$ cat src/rtl/spinner_multi.sv
`timescale 1ns/1ps
`default_nettype none
// ============================================================================
// Module   : spinner_multi
// Brief    : Animates a top/bottom half-ring glyph across NUM_DIGITS
//            seven-segment digits (bounce / rotate / hold modes) and drives a
//            time-multiplexed active-low anode scan.
// Revision : 1.0 - initial release
// ============================================================================
module spinner_multi #(
  parameter int NUM_DIGITS = 8,
  parameter int TICK_DIV   = 1000000,
  parameter int SCAN_DIV   = 100000,
  parameter int SPEED_W    = 3
) (
  input  logic                          CLK100MHZ,
  input  logic                          rst,
  input  logic                          en,
  input  logic                          dir,
  input  logic [1:0]                    mode,
  input  logic [SPEED_W-1:0]            speed,
  output logic [7:0]                    seg,
  output logic [NUM_DIGITS-1:0]         AN,
  output logic [$clog2(NUM_DIGITS)-1:0] pos,
  output logic                          phase,
  output logic                          step_pulse
);

  localparam int POS_W = $clog2(NUM_DIGITS);

  // Prescaler must hold the longest step period (slowest speed setting).
  localparam longint unsigned C_MAX_PERIOD = longint'(TICK_DIV) << ((1 << SPEED_W) - 1);
  localparam int PRE_W = $clog2(C_MAX_PERIOD + 1);
  localparam int SC_W  = (SCAN_DIV > 1) ? $clog2(SCAN_DIV) : 1;

  localparam logic [PRE_W-1:0]      C_TICK      = PRE_W'(TICK_DIV);
  localparam logic [PRE_W-1:0]      C_PRE_ONE   = PRE_W'(1);
  localparam logic [POS_W-1:0]      C_POS_LAST  = POS_W'(NUM_DIGITS - 1);
  localparam logic [POS_W-1:0]      C_POS_ZERO  = '0;
  localparam logic [POS_W-1:0]      C_POS_ONE   = POS_W'(1);
  localparam logic [SC_W-1:0]       C_SCAN_LAST = SC_W'(SCAN_DIV - 1);
  localparam logic [SC_W-1:0]       C_SCAN_ONE  = SC_W'(1);
  localparam logic [NUM_DIGITS-1:0] C_AN_ONE    = {{(NUM_DIGITS-1){1'b0}}, 1'b1};

  // Glyphs are active-high with CA in the MSB; the pins are active-low.
  localparam logic [7:0] C_GLYPH_BOT = 8'b0011_1010;
  localparam logic [7:0] C_GLYPH_TOP = 8'b1100_0110;
  localparam logic [7:0] C_SEG_BLANK = 8'hFF;

  localparam logic [1:0] C_MODE_BOUNCE = 2'd0;
  localparam logic [1:0] C_MODE_ROTATE = 2'd1;

  logic [PRE_W-1:0]      presc_q,      presc_d;
  logic [POS_W-1:0]      pos_q,        pos_d;
  logic                  phase_q,      phase_d;
  logic                  step_pulse_q, step_pulse_d;
  logic [SC_W-1:0]       scan_cnt_q,   scan_cnt_d;
  logic [POS_W-1:0]      scan_idx_q,   scan_idx_d;
  logic [NUM_DIGITS-1:0] an_q,         an_d;
  logic [7:0]            seg_q,        seg_d;

  logic [PRE_W-1:0]      w_period;
  logic                  w_step;
  logic                  w_scan_adv;

  // Step timing: >= compare lets a speed decrease take effect immediately.
  always_comb begin
    w_period     = C_TICK << speed;
    w_step       = en && (presc_q >= (w_period - C_PRE_ONE));
    presc_d      = presc_q;
    step_pulse_d = w_step;
    if (en) begin
      presc_d = w_step ? '0 : (presc_q + C_PRE_ONE);
    end
  end

  // Animation position/phase update, evaluated only on a step.
  always_comb begin
    pos_d   = pos_q;
    phase_d = phase_q;
    if (w_step) begin
      case (mode)
        C_MODE_BOUNCE: begin
          // Phase 0 travels in the dir direction, phase 1 travels back.
          if (dir ^ phase_q) begin
            if (pos_q == C_POS_LAST) phase_d = ~phase_q;
            else                     pos_d   = pos_q + C_POS_ONE;
          end else begin
            if (pos_q == C_POS_ZERO) phase_d = ~phase_q;
            else                     pos_d   = pos_q - C_POS_ONE;
          end
        end
        C_MODE_ROTATE: begin
          if (dir) begin
            if (pos_q == C_POS_LAST) begin
              pos_d   = C_POS_ZERO;
              phase_d = ~phase_q;
            end else begin
              pos_d   = pos_q + C_POS_ONE;
            end
          end else begin
            if (pos_q == C_POS_ZERO) begin
              pos_d   = C_POS_LAST;
              phase_d = ~phase_q;
            end else begin
              pos_d   = pos_q - C_POS_ONE;
            end
          end
        end
        default: begin
          pos_d   = pos_q;
          phase_d = phase_q;
        end
      endcase
    end
  end

  // Free-running scan divider and digit index, independent of the animation.
  always_comb begin
    w_scan_adv = (scan_cnt_q == C_SCAN_LAST);
    scan_cnt_d = w_scan_adv ? '0 : (scan_cnt_q + C_SCAN_ONE);
    scan_idx_d = scan_idx_q;
    if (w_scan_adv) begin
      scan_idx_d = (scan_idx_q == C_POS_LAST) ? C_POS_ZERO : (scan_idx_q + C_POS_ONE);
    end
  end

  // Pin drive: one anode low per slot; glyph only on the digit holding it.
  always_comb begin
    an_d  = ~(C_AN_ONE << scan_idx_q);
    seg_d = C_SEG_BLANK;
    if (scan_idx_q == pos_q) begin
      seg_d = ~(phase_q ? C_GLYPH_TOP : C_GLYPH_BOT);
    end
  end

  // State and output registers with synchronous reset.
  always_ff @(posedge CLK100MHZ) begin
    if (rst) begin
      presc_q      <= '0;
      pos_q        <= '0;
      phase_q      <= 1'b0;
      step_pulse_q <= 1'b0;
      scan_cnt_q   <= '0;
      scan_idx_q   <= '0;
      an_q         <= ~C_AN_ONE;
      seg_q        <= ~C_GLYPH_BOT;
    end else begin
      presc_q      <= presc_d;
      pos_q        <= pos_d;
      phase_q      <= phase_d;
      step_pulse_q <= step_pulse_d;
      scan_cnt_q   <= scan_cnt_d;
      scan_idx_q   <= scan_idx_d;
      an_q         <= an_d;
      seg_q        <= seg_d;
    end
  end

  assign seg        = seg_q;
  assign AN         = an_q;
  assign pos        = pos_q;
  assign phase      = phase_q;
  assign step_pulse = step_pulse_q;

endmodule
`default_nettype wire
$ cat config.mk
export PLATFORM = sky130hd
export DESIGN_NAME = spinner_multi
export DESIGN_NICKNAME = d
export VERILOG_FILES = /design/src/rtl/spinner_multi.sv
export SDC_FILE = /design/constraint.sdc
export NUM_CORES = 1
export LEC_CHECK = 0
export ABC_CLOCK_PERIOD_IN_PS = 5450
export BUFFER_PORTS_ARGS = -buffer_cell sky130_fd_sc_hd__buf_2
export CORE_ASPECT_RATIO = 0.75
export CORE_MARGIN = 4
export CORE_UTILIZATION = 60
export CTS_BUF_LIST = sky130_fd_sc_hd__clkbuf_4
export DETAILED_ROUTE_END_ITERATION = 12
export HOLD_SLACK_MARGIN = 0.12
export PLACE_DENSITY_LB_ADDON = 0.2
export SLEW_MARGIN = 20
export SYNTH_ARGS = -nofsm -noshare
export SYNTH_HDL_FRONTEND = slang
export SYNTH_SLANG_ARGS = --single-unit
$ cat constraint.sdc
create_clock -name CLK100MHZ -period 5.45 [get_ports CLK100MHZ]
set_input_delay 0.2725 -clock CLK100MHZ [delete_from_list [all_inputs] [get_ports CLK100MHZ]]
set_output_delay 0.2725 -clock CLK100MHZ [all_outputs]
set_load 0.005 [all_outputs]
==> results by group <==
Pwr
  – VDD IR max: ~0.13 mV
  – Pleak: roughly 1.8 nW
  – Power Dens Cells: 219.8 mW/mm²

CTS
  – Post-CTS Setup Bufs: 0
  – Post-CTS sizing: 0
  – H-tree depth: 3
  – Worst-path clk slew: 100 ps
  – Clock latency on the worst-skew pair: 400 ps
  – Maximum root-to-sink buffer count: 2
  – CTS buffer count: 9
  – Clk sink count: 63
  – Root Driver: clkbuf_4
  – Cts hold-fix bufs: 0
  – CTS tree: yes

Layout
  – Layout Area Growth over Synthesis: 7.668%
  – Antenna Cells: 0
  – Share of cells above drive strength 1: 10.22%
  – Final std cells w/o fill: just under 600
  – Nets: 544

STA
  – Worst-Margin Slew: 772.5 ps
  – Worst slew margin: 48.11%
  – Crit share post-route: around 74%
  – Fmax: roughly 250 MHz
  – Setup TNS Final: 0 ps
  – Unrepaired setup endpoints after global routing: no
  – Slew Limit Fails: 0
  – Final hold violations: 0
  – Final Skew: 9.090 ps
  – Post-route minimum period: a little over 4000 ps
  – Final Setup Violations: 0

Worst setup path
  – CP startpoint kind: input port
  – Crit path kind: in -> reg
  – CP peak stage delay: 440 ps
  – Cell breakdown of the critical path: buf_2 -> inv_1 -> ha_1 -> nor4_1 -> o21bai_1 -> o22ai_1 -> a22oi_1 -> nor2b_1 -> o32a_1 -> ha_1 -> nand4_1 -> nor4_1 -> a211o_1 -> o21bai_2 -> a2111oi_0 -> mux2_2
  – Worst setup EP type: register
  – Crit Path Max Fanout: 15
  – Worst Path Required: about 5800 ps
  – Critical Path AT: 4320 ps
  – Slowest stage cell, crit path: ha_1

GRT
  – Grt total ovfl: 0
  – Number of antenna violations at the first check in global routing: 0
  – First-pass GRT wire length: 14.22 mm
  – Largest net degree at the start of global routing: 25
  – GR Util All Layers: between 20 and 25%
  – Vias in the first global route: 3,005

Detailed routing
  – Routed Antenna Nets: 0
  – WL per Instance: 14.47 µm
  – DRT iter0 DRCs: ~170
  – Pre-Repair DR Iteration Count: 4
  – Vias per inst: 5.700
  – DR DRC count: 0
  – Via count: 3,306
  – Drt total wl: 8.395 mm

Synth
  – Syn nets: roughly 530
  – Synth area leader: dfxtp_1
  – #FFs+latches synth: 63
  – Synth Area per Inst: 8.159 µm²
  – Synth top area share: 32.34%
  – Most instantiated cells after synthesis: nor2_1, dfxtp_1, ha_1, nand2_1, xnor2_1
  – Number of flops mapped to enable cells by yosys: 0
  – Distinct cells, synth: 52
  – Cell Area, Synth: between 0.003 and 0.004 mm²
  – Count leader, synth: nor2_1
  – Mapped Cells: 478
  – Synth area leaders: dfxtp_1, ha_1, nor2_1
  – Fraction of registers with async set/reset: 0%
  – Warnings, synthesis: 0
  – Post-synth top flop: dfxtp_1
  – Register area share after synthesis: 32.34%

Floorplanning
  – Starting Density: about three fifths
  – IO Pins: 30
  – Core ar.: 0.006319 mm²
  – DIE AREA: 0.007867 mm²
  – Width of the die: between 100 and 150 µm
  – Height of the die: 77.82 µm
  – Row cnt: 25

Placed design
  – GP Congestion: 0.8592
  – # port buffers: 28
  – Placed Cells: between 500 and 600
  – Hpwl dp: about 6.3 mm

Outcome
  – Outcome: finished, final reports clean

Run
  – Max Cap Violations: 0

Min path
  – Hold Path Class: in -> reg
[metal layers]
| layer | part of all wire [%] | vias to the layer above | track usage, % |
|---|---|---|---|
| met3 | 7.3 | 12 | 5.391 |
| met1 | 51 | 1496 | 33.66 |
| met4 | 1.3 | 0 | 6.242 |
| li1 | - | 1694 | - |
| met5 | 0 | - | 0 |
| met2 | 41 | 104 | 31.66 |
[stage by stage]
step | utilization, % | total power [W] | setup slack [ps] | area (µm²) | hold WS (ps)
floorplan | - | 0.0005486 | 1707 | 3900 | 412.8
global placement | 64.02 | 0.0005674 | 1225 | 4045 | 429.1
detailed placement | 64.02 | 0.0005696 | 1071 | 4045 | 441.4
CTS | 66.46 | 0.0009279 | 1505 | 4199 | 210.5
global route | 66.46 | 0.0009665 | 1107 | 4199 | 222.6
finish | 66.46 | 0.0009229 | 1426 | 4199 | 231.8
[worst paths after layout]
check                           start                       end  slack [ps]  cells past startpoint
min reg2reg  scan_cnt_q[0]$_SDFF_PP0_  scan_cnt_q[0]$_SDFF_PP0_         450                      1
min                                en   presc_q[1]$_SDFFE_PP0P_         230                      3
max                          speed[0]        phase$_SDFFE_PP0P_        1430                     16
max reg2reg  presc_q[18]$_SDFFE_PP0P_        phase$_SDFFE_PP0P_        3040                      7
[sequential cells by signal, summed over array words and instances (netlist names)]
register,cells
scan_cnt_q,17
step_pulse,1
scan_idx_q,3
phase,1
AN,8
pos,3
presc_q,27
seg,3
[area by class of cell]
class,instances,area (µm²)
clock buffer,11,82.58
clock inverter,4,71.32
fill,566,2120
inverter,22,82.58
multi-input combinational,370,2452
sequential,63,1261
tap,81,101.3
timing repair buffer,29,147.6
[worst max-delay path: cells and delay by family]
family          cells  cell delay, ps
compound gates      7            1880
mux                 1             380
buf+inv             2             380
fa+ha+maj           2             730
simple gates        4             670
[layout by cell type (no fill, tap or decap), types with 2 or more instances in the layout]
cell type / n
a211oi_1: 7
a21o_1: 6
a21oi_1: 25
a221o_1: 2
and2_1: 2
and3_1: 10
and4_1: 5
buf_2: 28
bufinv_16: 2
clkbuf_4: 11
dfxtp_1: 63
ha_1: 40
inv_1: 22
mux2_2: 4
mux2i_1: 4
nand2_1: 34
nand2b_1: 3
nand3_1: 17
nand4_1: 17
nor2_1: 83
nor2b_1: 4
nor3_1: 9
nor4_1: 7
nor4b_1: 2
o21ai_0: 12
o21bai_1: 3
o22ai_1: 2
xnor2_1: 28
xor2_1: 22
[cells by family after synthesis]
| kind of cell | after synthesis | synth area share [%] |
|---|---|---|
| AO/OA/AOI/OAI | 74 | 12.61 |
| XOR/XNOR | 50 | 11.23 |
| adder cells (fa/ha/maj) | 40 | 12.83 |
| buffers and inverters | 45 | 4.941 |
| flip-flops | 63 | 32.34 |
| multiplexers | 8 | 2.182 |
| other | 1 | 0.09615 |
| AND/OR/NAND/NOR | 197 | 23.77 |
[power by group]
group	total (W)	leakage [nW]	switching [W]	internal [W]
registers	0.000466	0.509	0.00000287	0.000463
clock network	0.000362	0.0806	0.000170	0.000193
logic	0.0000944	1.17	0.0000595	0.0000349
(Power assumes the default switching activity.)
